### src/rtl/riscv_core_loader_ctrl_if.sv
// ---------------------------------------------------------------------------
// riscv_core_loader_ctrl_if
// Instruction-memory write bus between the loader controller and IMEM.
//   imem_we     one-cycle write strobe
//   imem_addr   IMEM word address (IMEM_AW bits)
//   imem_wdata  32-bit write data
// Modports: master = loader controller (drives), slave = instruction memory.
// ---------------------------------------------------------------------------
interface riscv_core_loader_ctrl_if #(
    parameter int IMEM_AW = 10
);
    logic               imem_we;
    logic [IMEM_AW-1:0] imem_addr;
    logic [31:0]        imem_wdata;

    modport master (output imem_we, output imem_addr, output imem_wdata);
    modport slave  (input  imem_we, input  imem_addr, input  imem_wdata);
endinterface

### src/rtl/riscv_core_loader_ctrl.sv
// ---------------------------------------------------------------------------
// riscv_core_loader_ctrl
// Converts level-held software register values into IMEM write strobes and
// a core reset/run sequence, and reports run status and a cycle count.
//
// Ports:
//   S_AXI_ACLK, S_AXI_ARESET   clock and synchronous active-high reset
//   i_mem_reset_n              0 = go to LOAD (core held in reset, loading on)
//   i_run_pc                   rising edge starts the core, low aborts/acks
//   i_slv_reg1 / i_slv_reg2    load byte address / load data word
//   i_slv_reg3                 [0] write toggle, [31:16] cycle limit
//   i_core_halt                core halt level
//   imem                       IMEM write bus (master modport)
//   o_core_rst, o_run_pulse    core reset and one-cycle start pulse
//   o_busy, o_done, o_timeout  run status
//   o_load_err                 sticky: write toggle changed outside LOAD
//   o_load_count               words written since entering LOAD (saturating)
//   o_cycle_count              core run cycles (saturating)
//
// Build option: define RISCV_CYCLE_LIMIT_EN to enable the cycle limit taken
// from i_slv_reg3[31:16]; otherwise o_timeout is constant 0.
//
// state  | meaning
// LOAD   | core in reset, IMEM writes accepted
// IDLE   | core in reset, waiting for run edge
// START  | one-cycle start pulse, counter cleared
// RUN    | core running, counting cycles
// DONE   | halted or limit reached, count frozen
// ---------------------------------------------------------------------------
module riscv_core_loader_ctrl #(
    parameter int IMEM_AW = 10,
    parameter int CNT_W   = 32
) (
    input  logic                     S_AXI_ACLK,
    input  logic                     S_AXI_ARESET,
    input  logic                     i_mem_reset_n,
    input  logic                     i_run_pc,
    input  logic [31:0]              i_slv_reg1,
    input  logic [31:0]              i_slv_reg2,
    input  logic [31:0]              i_slv_reg3,
    input  logic                     i_core_halt,
    riscv_core_loader_ctrl_if.master imem,
    output logic                     o_core_rst,
    output logic                     o_run_pulse,
    output logic                     o_busy,
    output logic                     o_done,
    output logic                     o_timeout,
    output logic                     o_load_err,
    output logic [IMEM_AW:0]         o_load_count,
    output logic [CNT_W-1:0]         o_cycle_count
);

    typedef enum logic [2:0] {
        S_LOAD,
        S_IDLE,
        S_START,
        S_RUN,
        S_DONE
    } state_t;

    state_t state, state_nxt;

    logic tog_prev;
    logic run_prev;
    logic tog_chg;
    logic run_rise;
    logic limit_hit;
    logic cnt_inc;
    logic enter_load;
    logic timeout_q;
    logic unused_bits;

    assign tog_chg  = (tog_prev != i_slv_reg3[0]);
    assign run_rise = i_run_pc && !run_prev;

`ifdef RISCV_CYCLE_LIMIT_EN
    assign limit_hit = (state == S_RUN) && (i_slv_reg3[31:16] != 16'd0) &&
                       (o_cycle_count == CNT_W'(i_slv_reg3[31:16]));
    assign unused_bits = ^{i_slv_reg1[31:IMEM_AW+2], i_slv_reg1[1:0], i_slv_reg3[15:1]};
`else
    assign limit_hit = 1'b0;
    assign unused_bits = ^{i_slv_reg1[31:IMEM_AW+2], i_slv_reg1[1:0], i_slv_reg3[31:1]};
`endif

    // A limit exit freezes the count at the limit; a halt cycle is always counted.
    assign cnt_inc    = (state == S_RUN) && i_mem_reset_n && !(limit_hit && !i_core_halt);
    assign enter_load = (state_nxt == S_LOAD) && (state != S_LOAD);

    always_ff @(posedge S_AXI_ACLK) begin
        if (S_AXI_ARESET) begin
            state <= S_LOAD;
        end else begin
            state <= state_nxt;
        end
    end

    always_comb begin
        state_nxt   = state;
        o_core_rst  = 1'b1;
        o_run_pulse = 1'b0;
        o_busy      = 1'b0;
        o_done      = 1'b0;
        if (!i_mem_reset_n) begin
            state_nxt = S_LOAD;
        end else begin
            case (state)
                S_LOAD:  state_nxt = S_IDLE;
                S_IDLE:  if (run_rise) state_nxt = S_START;
                S_START: state_nxt = S_RUN;
                S_RUN: begin
                    if (i_core_halt || limit_hit) state_nxt = S_DONE;
                    else if (!i_run_pc)           state_nxt = S_IDLE;
                end
                S_DONE:  if (!i_run_pc) state_nxt = S_IDLE;
                default: state_nxt = S_LOAD;
            endcase
        end
        case (state)
            S_START: begin
                o_core_rst  = 1'b0;
                o_run_pulse = 1'b1;
                o_busy      = 1'b1;
            end
            S_RUN: begin
                o_core_rst = 1'b0;
                o_busy     = 1'b1;
            end
            S_DONE:  o_done = 1'b1;
            default: ;
        endcase
    end

    assign o_timeout = timeout_q;

    always_ff @(posedge S_AXI_ACLK) begin
        if (S_AXI_ARESET) begin
            tog_prev        <= i_slv_reg3[0];
            run_prev        <= i_run_pc;
            imem.imem_we    <= 1'b0;
            imem.imem_addr  <= '0;
            imem.imem_wdata <= '0;
            o_load_count    <= '0;
            o_load_err      <= 1'b0;
            o_cycle_count   <= '0;
            timeout_q       <= 1'b0;
        end else begin
            tog_prev     <= i_slv_reg3[0];
            run_prev     <= i_run_pc;
            imem.imem_we <= 1'b0;

            if (tog_chg) begin
                if (state == S_LOAD) begin
                    imem.imem_we    <= 1'b1;
                    imem.imem_addr  <= i_slv_reg1[IMEM_AW+1:2];
                    imem.imem_wdata <= i_slv_reg2;
                    if (o_load_count != '1) o_load_count <= o_load_count + 1'b1;
                end else begin
                    o_load_err <= 1'b1;
                end
            end
            // Entering LOAD takes priority over an error raised in the same cycle.
            if (enter_load) begin
                o_load_count <= '0;
                o_load_err   <= 1'b0;
            end

            if (state == S_START) begin
                o_cycle_count <= '0;
            end else if (cnt_inc && (o_cycle_count != '1)) begin
                o_cycle_count <= o_cycle_count + 1'b1;
            end

            if (state == S_RUN && state_nxt == S_DONE) begin
                timeout_q <= limit_hit && !i_core_halt;
            end else if (state_nxt != S_DONE) begin
                timeout_q <= 1'b0;
            end
        end
    end

endmodule

### src/flat_wrapper.sv
// flat-port wrapper written by rule: the top's interface ports become plain ports
module riscv_core_loader_ctrl_flat 
#(
    parameter int IMEM_AW = 10,
    parameter int CNT_W   = 32
)
  (S_AXI_ACLK, S_AXI_ARESET, i_mem_reset_n, i_run_pc, i_slv_reg1, i_slv_reg2, i_slv_reg3, i_core_halt, o_core_rst, o_run_pulse, o_busy, o_done, o_timeout, o_load_err, o_load_count, o_cycle_count, imem_imem_we, imem_imem_addr, imem_imem_wdata);
  riscv_core_loader_ctrl_if #(.IMEM_AW(IMEM_AW)) imem_i ();
  input  logic S_AXI_ACLK;
  input  logic S_AXI_ARESET;
  input  logic i_mem_reset_n;
  input  logic i_run_pc;
  input  logic [31:0] i_slv_reg1;
  input  logic [31:0] i_slv_reg2;
  input  logic [31:0] i_slv_reg3;
  input  logic i_core_halt;
  output logic o_core_rst;
  output logic o_run_pulse;
  output logic o_busy;
  output logic o_done;
  output logic o_timeout;
  output logic o_load_err;
  output logic [IMEM_AW:0] o_load_count;
  output logic [CNT_W-1:0] o_cycle_count;
  output wire logic [$bits(imem_i.imem_we)-1:0] imem_imem_we;
  output wire logic [$bits(imem_i.imem_addr)-1:0] imem_imem_addr;
  output wire logic [$bits(imem_i.imem_wdata)-1:0] imem_imem_wdata;
  assign imem_imem_we = imem_i.imem_we;
  assign imem_imem_addr = imem_i.imem_addr;
  assign imem_imem_wdata = imem_i.imem_wdata;
  riscv_core_loader_ctrl #(.IMEM_AW(IMEM_AW), .CNT_W(CNT_W)) u_core (.S_AXI_ACLK(S_AXI_ACLK), .S_AXI_ARESET(S_AXI_ARESET), .i_mem_reset_n(i_mem_reset_n), .i_run_pc(i_run_pc), .i_slv_reg1(i_slv_reg1), .i_slv_reg2(i_slv_reg2), .i_slv_reg3(i_slv_reg3), .i_core_halt(i_core_halt), .imem(imem_i), .o_core_rst(o_core_rst), .o_run_pulse(o_run_pulse), .o_busy(o_busy), .o_done(o_done), .o_timeout(o_timeout), .o_load_err(o_load_err), .o_load_count(o_load_count), .o_cycle_count(o_cycle_count));
endmodule
### config.mk
export PLATFORM = sky130hd
export DESIGN_NAME = riscv_core_loader_ctrl_flat
export DESIGN_NICKNAME = d
export VERILOG_FILES = /design/src/rtl/riscv_core_loader_ctrl_if.sv /design/src/rtl/riscv_core_loader_ctrl.sv /design/src/flat_wrapper.sv
export SDC_FILE = /design/constraint.sdc
export NUM_CORES = 1
export LEC_CHECK = 0
export CORE_MARGIN = 2
export CORE_UTILIZATION = 29
export CTS_CLUSTER_DIAMETER = 100
export CTS_CLUSTER_SIZE = 10
export DETAILED_ROUTE_END_ITERATION = 7
export PLACE_DENSITY = 0.69
export RECOVER_POWER = 25
export SYNTH_ARGS = -nofsm -noshare
export SYNTH_HDL_FRONTEND = slang
export SYNTH_SLANG_ARGS = --single-unit
### constraint.sdc
create_clock -name S_AXI_ACLK -period 5.8 [get_ports S_AXI_ACLK]
set_input_delay 1.16 -clock S_AXI_ACLK [delete_from_list [all_inputs] [get_ports S_AXI_ACLK]]
set_output_delay 1.16 -clock S_AXI_ACLK [all_outputs]
set_load 0.005 [all_outputs]
After elaboration in Yosys (flattened, before gate mapping)
Index checks and enable logic that the tools add are counted.
{"block": "classes", "bitwise": 2, "n_eq_ne": 7, "reduce_logical": 15, "mux": 10, "n_addsub": 2}
{"op": "32-bit by 1-bit adder with 32-bit output (second input constant)", "n": 1}
{"op": "32-bit inequality test (second input constant)", "n": 1}
{"op": "3-bit case mux with 5 select lines", "n": 1}
{"op": "3-bit two-way mux", "n": 4}
{"op": "11-bit by 1-bit adder with 11-bit output (second input constant)", "n": 1}
{"op": "11-bit inequality test (second input constant)", "n": 1}
{"op": "2-bit OR reduction", "n": 4}
{"op": "3-bit by 2-bit == test with 1-bit output (second input constant)", "n": 2}
{"op": "3-bit zero test", "n": 2}
{"op": "1-bit two-way mux", "n": 5}
{"op": "1-bit logical AND", "n": 4}
{"op": "2-bit AND reduction", "n": 2}
{"op": "3-bit by 1-bit == test with 1-bit output (second input constant)", "n": 1}
{"op": "3-bit == test (second input constant)", "n": 1}
{"op": "3-bit AND reduction", "n": 1}
{"op": "3-bit nonzero test", "n": 1}
{"op": "1-bit NOT", "n": 2}
{"op": "1-bit zero test", "n": 1}
{"op": "1-bit inequality test", "n": 1}
{"block": "totals", "register_bits": 92, "word_cells": 45, "in_bits": 101, "out_inout_bits": 92}

Logic depth before layout (Yosys ltp)
Gate-level depths: netlist of run 1.
{"block": "logic_depth", "word_depth": 8, "ltp_mapped": 8}

Least setup slack after synthesis of run 1
Ideal clock, no wire load.
{"block": "synth_timing", "kind": "input port to flip-flop", "startpoint": "input port i_mem_reset_n", "endpoint": "register u_core.o_cycle_count[31]", "path_stages": 4, "path_buffers": 0, "t_arrival_ps": 2538, "required_time_ps": 5730, "path_slack_ps": 3192, "cell_sequence": "nand4b_1 > or4_4 > or4_1 > a21oi_1"}
{"block": "synth_via", "elab_chain_cells": 2}
{"item": "start: declaration", "line": "flat_wrapper.sv:11", "rtl": "input logic i_mem_reset_n;"}
{"item": "1-bit logical AND", "line": "riscv_core_loader_ctrl.sv:86", "rtl": "assign cnt_inc = (state == S_RUN) && i_mem_reset_n && !(limit_hit && !i_core_halt);"}
{"item": "1-bit logical AND", "line": "riscv_core_loader_ctrl.sv:169", "rtl": "end else if (cnt_inc && (o_cycle_count != '1)) begin"}
{"item": "end signal: assignment", "line": "riscv_core_loader_ctrl.sv:170", "rtl": "o_cycle_count <= o_cycle_count + 1'b1;"}
{"item": "end: declaration", "line": "riscv_core_loader_ctrl.sv:50", "rtl": "output logic [CNT_W-1:0] o_cycle_count"}
Every way passes these cells.
A chain may end at the register's enable or synchronous reset.

Worst setup path in the final report of run 1
{"block": "layout_timing", "startpoint": "input port S_AXI_ARESET", "endpoint": "register u_core.o_load_count[8]"}
{"block": "layout_via", "elab_chain_cells": 1}
{"item": "start: declaration", "line": "flat_wrapper.sv:10", "rtl": "input logic S_AXI_ARESET;"}
{"item": "2-bit OR reduction (no line)"}
{"item": "end signal: assignment", "line": "riscv_core_loader_ctrl.sv:156", "rtl": "if (o_load_count != '1) o_load_count <= o_load_count + 1'b1;"}
{"item": "end: declaration", "line": "riscv_core_loader_ctrl.sv:49", "rtl": "output logic [IMEM_AW:0] o_load_count,"}
Every way passes these cells.

==> impl_metrics.env, run 1 <==
export IMPL_grt_use_total=0.1499
export IMPL_io_buffer_count=138
export IMPL_io_pins=193
export IMPL_finalNonFillerCells=779
export IMPL_grt_pass1_vias=3670
export IMPL_dieArea_mm2=0.01432
export IMPL_vias=3832
export IMPL_ctsResizeCount=0
export IMPL_yosysWarningCount=0
export IMPL_setup_tns_ps=0
export IMPL_cts_setup_buffers=0
export IMPL_wl_mm=10.63
export IMPL_synth_edf_count=0
export IMPL_routed_via_density=4.919
export IMPL_coreArea_mm2=0.01314
export IMPL_worst_ir_drop_vdd_v=0.0001995
export IMPL_ys_seq_area_frac=0.4745
export IMPL_rows=42
export IMPL_chipWidth_um=119.7
export IMPL_fin_worst_skew_ps=8.040
export IMPL_avgSynthCellArea_um2=8.137
export IMPL_final_hold_viol_count=0
export IMPL_synth_cell_types=45
export IMPL_place_ws_ps=2390
export IMPL_clkSinkCount=92
export IMPL_rsz0062_at_grt="no"
export IMPL_cts_htree_levels=3
export IMPL_post_route_util=0.4314
export IMPL_place_area_mm2=0.005365
export IMPL_grt_overflow_total=0
export IMPL_setup_viol=0
export IMPL_dr_first_iter_drc_count=313
export IMPL_start_kind="primary input"
export IMPL_crit_family="buffers and inverters"
export IMPL_dieHeight_um=119.7
export IMPL_worstPathMaxFanout=48
export IMPL_initial_core_util=0.2954
export IMPL_netlist_area_mm2=0.003881
export IMPL_drc=0
export IMPL_fmax_mhz=273.0
export IMPL_cts_tree="done"
export IMPL_nFillCells=1285
export IMPL_synthCells=477
export IMPL_cts_reportedPaths_clkPinSlew_ps=60
export IMPL_hp_class="flip-flop to flip-flop"
export IMPL_yosys_area_top_type="dfxtp_1"
export IMPL_setup_ws_ps=2137
export IMPL_drt_pass1_iter_count=4
export IMPL_antenna_left=0
export IMPL_relSlewSlack=-0.4200
export IMPL_cts_buffer_depth=2
export IMPL_antenna_found_initial=1
export IMPL_dp_cells=762
export IMPL_end_kind="flip-flop"
export IMPL_ys_ff_latch=92
export IMPL_cts_root_buffer="clkbuf_16"
export IMPL_async_flop_share=0
export IMPL_power_density_mw_per_mm2=250.7
export IMPL_status="finished with violations"
export IMPL_nets=700
export IMPL_slowest_delay_ps=1480
export IMPL_cts_buffers=9
export IMPL_grt_max_degree=54
export IMPL_tightest_slew_ps=2130
export IMPL_postLayoutCellArea_mm2=0.005668
export IMPL_drive_gt1_frac=0.03654
export IMPL_drv_max_cap_violation_count=1
export IMPL_cp_slowest_cell="clkbuf_1"
export IMPL_crit_chain="clkbuf_1, nand2b_1, nor2_1, a211oi_1, o31a_1, nor3_1"
export IMPL_synth_nets=580
export IMPL_min_period_over_period=0.6316
export IMPL_clk_latency_ps=340
export IMPL_cp_required_ps=6020
export IMPL_path_buf_inv=1
export IMPL_wl_per_cell_um=13.64
export IMPL_p_leak_nw=1.991
export IMPL_synth_flop_cell="dfxtp_1"
export IMPL_syn_to_final_growth_pct=46.03
export IMPL_violations="capacitance limit, slew limit"
export IMPL_cts_hold_buffers=0
export IMPL_grt_pass1_wl_mm=17.35
export IMPL_drv_slew=49
export IMPL_synth_top_area_share=0.4745
export IMPL_synth_area_top_cells="dfxtp_1 47%, nand2_1 10%, a21oi_1 8.3%, xnor2_1 3.8%, nor2_1 3.0%"
export IMPL_hpwl_mm=7.533
export IMPL_critPathKind="primary input to flip-flop"
export IMPL_fin_crit_ps=3663
export IMPL_gp_congestion=0.8347
export IMPL_arrival_ps=3880
-- kinds of logic (layout without fill, tap and decap cells) --
group	Yosys count	after routing	share of synthesized area
compound gates	102	102	0.1499
fa+ha+maj	2	2	0.006446
simple gates	218	218	0.2760
buf+inv	40	165	0.04158
xor+xnor	19	19	0.04288
other cells	1	2	0.0009662
mux	3	3	0.007737
flops	92	92	0.4745
-- state kept, by name, indices dropped and copies added (netlist names) --
register                flops
u_core.run_prev             1
u_core.imem.imem_we         1
u_core.o_cycle_count       32
u_core.o_load_count        11
u_core.imem.imem_addr      10
u_core.tog_prev             1
u_core.state                3
u_core.imem.imem_wdata     32
u_core.o_load_err           1
-- routing by layer --
| metal | GRT usage | up-vias | part of all wire |
|---|---|---|---|
| li1 | - | 1896 | - |
| met1 | 0.1709 | 1779 | 0.43 |
| met2 | 0.2432 | 142 | 0.45 |
| met3 | 0.07082 | 15 | 0.096 |
| met4 | 0.05809 | 0 | 0.020 |
| met5 | 0 | - | 0 |
-- worst reg2reg max path, delay by kind of cell, from the launching register on --
kind / cells / cell delay (ps)
compound gates: 2 / 1070
flops: 1 / 410
simple gates: 3 / 870
-- power breakdown --
group / switching (mW) / internal [mW]
Clock: 0.247 / 0.346
Sequential: 0.0150 / 0.658
Combinational: 0.0712 / 0.0834
-- cells in the final DEF, fill, tap and decap left out, types with 2 or more instances in the layout --
cell type        count
or2_2                2
nand2_1            104
dfxtp_1             92
clkdlybuf4s50_1     96
dlygate4sd3_1       41
o31ai_1              7
nor4_1               5
nand4b_1             2
o21ai_0             14
inv_1                9
a21oi_1             64
clkbuf_16            9
and2_1               2
or3_1               14
a311oi_1             4
xor2_1               2
nand4_1              9
ha_1                 2
nor3_1               8
nor2_1              31
a211oi_1             2
clkinv_2             3
and4_1               7
a31oi_1              3
nor3b_1              4
mux2i_1              3
nand3_1             13
buf_4                2
nor4b_1              3
or4_1                6
xnor2_1             17
-- worst paths after layout --
path         cells after the start  slack [ps]                               endpoint                                   from
max                              6        2140    u_core.o_load_count[8]$_SDFFE_PP0P_                           S_AXI_ARESET
min                              2         450  u_core.imem.imem_addr[0]$_SDFFE_PP0P_  u_core.imem.imem_addr[0]$_SDFFE_PP0P_
max reg2reg                      5        3300   u_core.o_cycle_count[8]$_SDFFE_PP0P_   u_core.o_cycle_count[3]$_SDFFE_PP0P_
min reg2reg                      2         450  u_core.imem.imem_addr[0]$_SDFFE_PP0P_  u_core.imem.imem_addr[0]$_SDFFE_PP0P_
-- cell type report --
| cell class | instances | area [um2] | area share |
|---|---|---|---|
| multi-input cells | 345 | 1878 | 0.3313 |
| clock inverters | 6 | 62.56 | 0.01104 |
| inverters | 9 | 33.78 | 0.005960 |
| clock buffers | 10 | 239.0 | 0.04216 |
| repair buffers | 140 | 1390 | 0.2453 |
| diodes | 1 | 2.502 | 0.0004415 |
| flip-flops and latches | 92 | 1842 | 0.3249 |
| well taps | 176 | 220.2 | 0.03885 |
-- synth_stat cells (all sizes together), types with 8 or more instances --
cell type and n:
clkbuf 23, nand2 104, inv 9, nor2 31, nand3 13, dfxtp 92, nand4 10, nor3 8
a21oi 64, buf 8, or3 14, o21ai 14, xnor2 17
-- per-stage QoR --
step                hold slack [ps]  power (mW)
floorplan                     452.7      0.7532
global placement              441.4      0.8474
detailed placement            447.9      0.8524
CTS                           454.6       1.453
global route                  464.4       1.489
finish                        451.1       1.421
No activity file was read; power rests on OpenSTA's default activity.
==> run 2, diff against run 1 <==
--- a/config.mk
+++ b/config.mk
@@ -10,7 +10,7 @@
 export CTS_CLUSTER_DIAMETER = 100
 export CTS_CLUSTER_SIZE = 10
 export DETAILED_ROUTE_END_ITERATION = 7
-export PLACE_DENSITY = 0.69
+export PLACE_DENSITY = 0.71
 export RECOVER_POWER = 25
 export SYNTH_ARGS = -nofsm -noshare
 export SYNTH_HDL_FRONTEND = slang
==> constraint.sdc (replaced) <==
create_clock -name S_AXI_ACLK -period 3.1 [get_ports S_AXI_ACLK]
set_input_delay 0.62 -clock S_AXI_ACLK [delete_from_list [all_inputs] [get_ports S_AXI_ACLK]]
set_output_delay 0.62 -clock S_AXI_ACLK [all_outputs]
set_load 0.005 [all_outputs]
==> impl_metrics.env, run 2 (synthesis results as in run 1) <==
export IMPL_post_route_util=0.4328
export IMPL_drive_gt1_frac=0.04290
export IMPL_slowest_delay_ps=610
export IMPL_clkSinkCount=92
export IMPL_final_hold_viol_count=0
export IMPL_dieHeight_um=119.7
export IMPL_arrival_ps=2070
export IMPL_ctsResizeCount=0
export IMPL_cts_buffers=9
export IMPL_critPathKind="flip-flop to output port"
export IMPL_vias=3907
export IMPL_cts_setup_buffers=0
export IMPL_layout_commonest_cell="nand2_1"
export IMPL_cts_tree="done"
export IMPL_chipWidth_um=119.7
export IMPL_drc=0
export IMPL_cts_htree_levels=3
export IMPL_reg2reg_to="u_core.o_cycle_count[23]$_SDFFE_PP0P_"
export IMPL_start_kind="flip-flop"
export IMPL_coreArea_mm2=0.01314
export IMPL_setup_ws_ps=411.2
export IMPL_antenna_found_initial=0
export IMPL_rsz0062_at_grt="no"
export IMPL_grt_pass1_wl_mm=17.85
export IMPL_cp_slowest_cell="clkdlybuf4s50_1"
export IMPL_io_buffer_count=138
export IMPL_worst_path_stages=2
export IMPL_io_pins=193
export IMPL_drv_max_cap_violation_count=0
export IMPL_crit_end="o_run_pulse"
export IMPL_setup_viol=0
export IMPL_power_mw=2.619
export IMPL_path_buf_inv=1
export IMPL_hpwl_mm=7.733
export IMPL_wl_mm=10.82
export IMPL_nFillCells=1298
export IMPL_antenna_left=0
export IMPL_rows=42
export IMPL_drt_pass1_iter_count=4
export IMPL_grt_overflow_total=0
export IMPL_tightest_slew_ps=930.9
export IMPL_place_ws_ps=207.7
export IMPL_final_cell_mix="104 x nand2_1, 95 x clkdlybuf4s50_1, 92 x dfxtp_1"
export IMPL_initial_core_util=0.2954
export IMPL_grt_use_total=0.1549
export IMPL_cts_root_buffer="clkbuf_16"
export IMPL_relSlewSlack=0.3747
export IMPL_reg2reg_from="u_core.state[1]$_SDFF_PP0_"
export IMPL_grt_pass1_vias=3716
export IMPL_syn_to_final_growth_pct=46.49
export IMPL_cts_buffer_depth=2
export IMPL_cp_required_ps=2480
export IMPL_end_kind="output port"
export IMPL_worst_ir_drop_vdd_v=0.0003010
export IMPL_clk_latency_ps=350
export IMPL_reg2reg_slack_ps=680
export IMPL_fmax_mhz=371.9
export IMPL_worstPathMaxFanout=14
export IMPL_p_leak_nw=1.999
export IMPL_min_period_over_period=0.8674
export IMPL_status="complete, no violations"
export IMPL_drv_slew=0
export IMPL_gp_congestion=0.8446
export IMPL_r2r_cells=5
export IMPL_cts_hold_buffers=0
export IMPL_dieArea_mm2=0.01432
export IMPL_startpoint="u_core.state[1]$_SDFF_PP0_"
export IMPL_cts_reportedPaths_clkPinSlew_ps=60
export IMPL_reg_top3="u_core.imem.imem_wdata: 32 flops, u_core.o_cycle_count: 32 flops, u_core.o_load_count: 11 flops"
export IMPL_fin_crit_ps=2689
export IMPL_crit_chain="nor3b_1, clkdlybuf4s50_1"
export IMPL_fin_worst_skew_ps=6.847
export IMPL_setup_tns_ps=0
export IMPL_dr_first_iter_drc_count=232
export IMPL_wl_per_cell_um=13.84
export IMPL_hp_class="flip-flop to flip-flop"
export IMPL_nets=704
export IMPL_grt_max_degree=45
export IMPL_place_area_mm2=0.005395
export IMPL_power_density_mw_per_mm2=460.7
export IMPL_routed_via_density=4.996
export IMPL_crit_family="buffers and inverters"
export IMPL_n_antenna_cell=0
export IMPL_postLayoutCellArea_mm2=0.005685
==> run 2: changes by cell type in the layout (fill, tap and decap cells not counted), sizes merged <==
cell and change:
clkinv -3, dlygate4sd3 +1, inv -1, diode -1, clkdlybuf4s50 -1, clkinvlp +2, buf +5, bufinv -1
clkbuf +2
==> run 2: worst min path at each step <==
stage               cells after the start  slack (ps)                                 endpoint                                    start
detailed placement                      2         450  u_core.imem.imem_wdata[11]$_SDFFE_PP0P_  u_core.imem.imem_wdata[11]$_SDFFE_PP0P_
floorplan                               2         450    u_core.imem.imem_addr[0]$_SDFFE_PP0P_    u_core.imem.imem_addr[0]$_SDFFE_PP0P_
CTS                                     2         460    u_core.imem.imem_addr[5]$_SDFFE_PP0P_    u_core.imem.imem_addr[5]$_SDFFE_PP0P_
global route                            2         470  u_core.imem.imem_wdata[22]$_SDFFE_PP0P_  u_core.imem.imem_wdata[22]$_SDFFE_PP0P_
finish                                  2         450    u_core.imem.imem_addr[5]$_SDFFE_PP0P_    u_core.imem.imem_addr[5]$_SDFFE_PP0P_
global placement                        2         440   u_core.imem.imem_wdata[7]$_SDFFE_PP0P_   u_core.imem.imem_wdata[7]$_SDFFE_PP0P_
==> run 2: worst reg2reg max path, stage by stage, from the launching register on <==
cell	delay, ps
dfxtp_1	580
and4b_1	360
nand3_1	250
a311o_1	530
or4_1	510
a21oi_1	140
==> run 2: layout make-up <==
cell class / count / area [um2] / area share
timing repair buffer: 144 / 1421 / 0.2500
clock buffer: 13 / 270.3 / 0.04754
multi-input combinational: 345 / 1878 / 0.3303
clock inverter: 3 / 20.02 / 0.003521
inverter: 9 / 33.78 / 0.005942
sequential: 92 / 1842 / 0.3239
tap: 176 / 220.2 / 0.03873
==> run 2: through the flow <==
step                hold WS, ps  std cells
floorplan                 452.7        477
global route              470.0        782
global placement          441.4        766
finish                    449.3        782
CTS                       455.8        782
detailed placement        447.2        766
==> run 2: layer usage <==
layer	vias to the layer above	share of wire	global-route usage
met5	-	0	0
met4	0	0.010	0.06250
met3	7	0.083	0.05656
met2	136	0.48	0.2529
met1	1850	0.43	0.1846
li1	1914	-	-
==> run 2: where the power goes <==
group | switching (mW) | internal (mW)
Sequential | 0.0282 | 1.23
Combinational | 0.136 | 0.157
Clock | 0.459 | 0.608
Total | 0.623 | 2.00
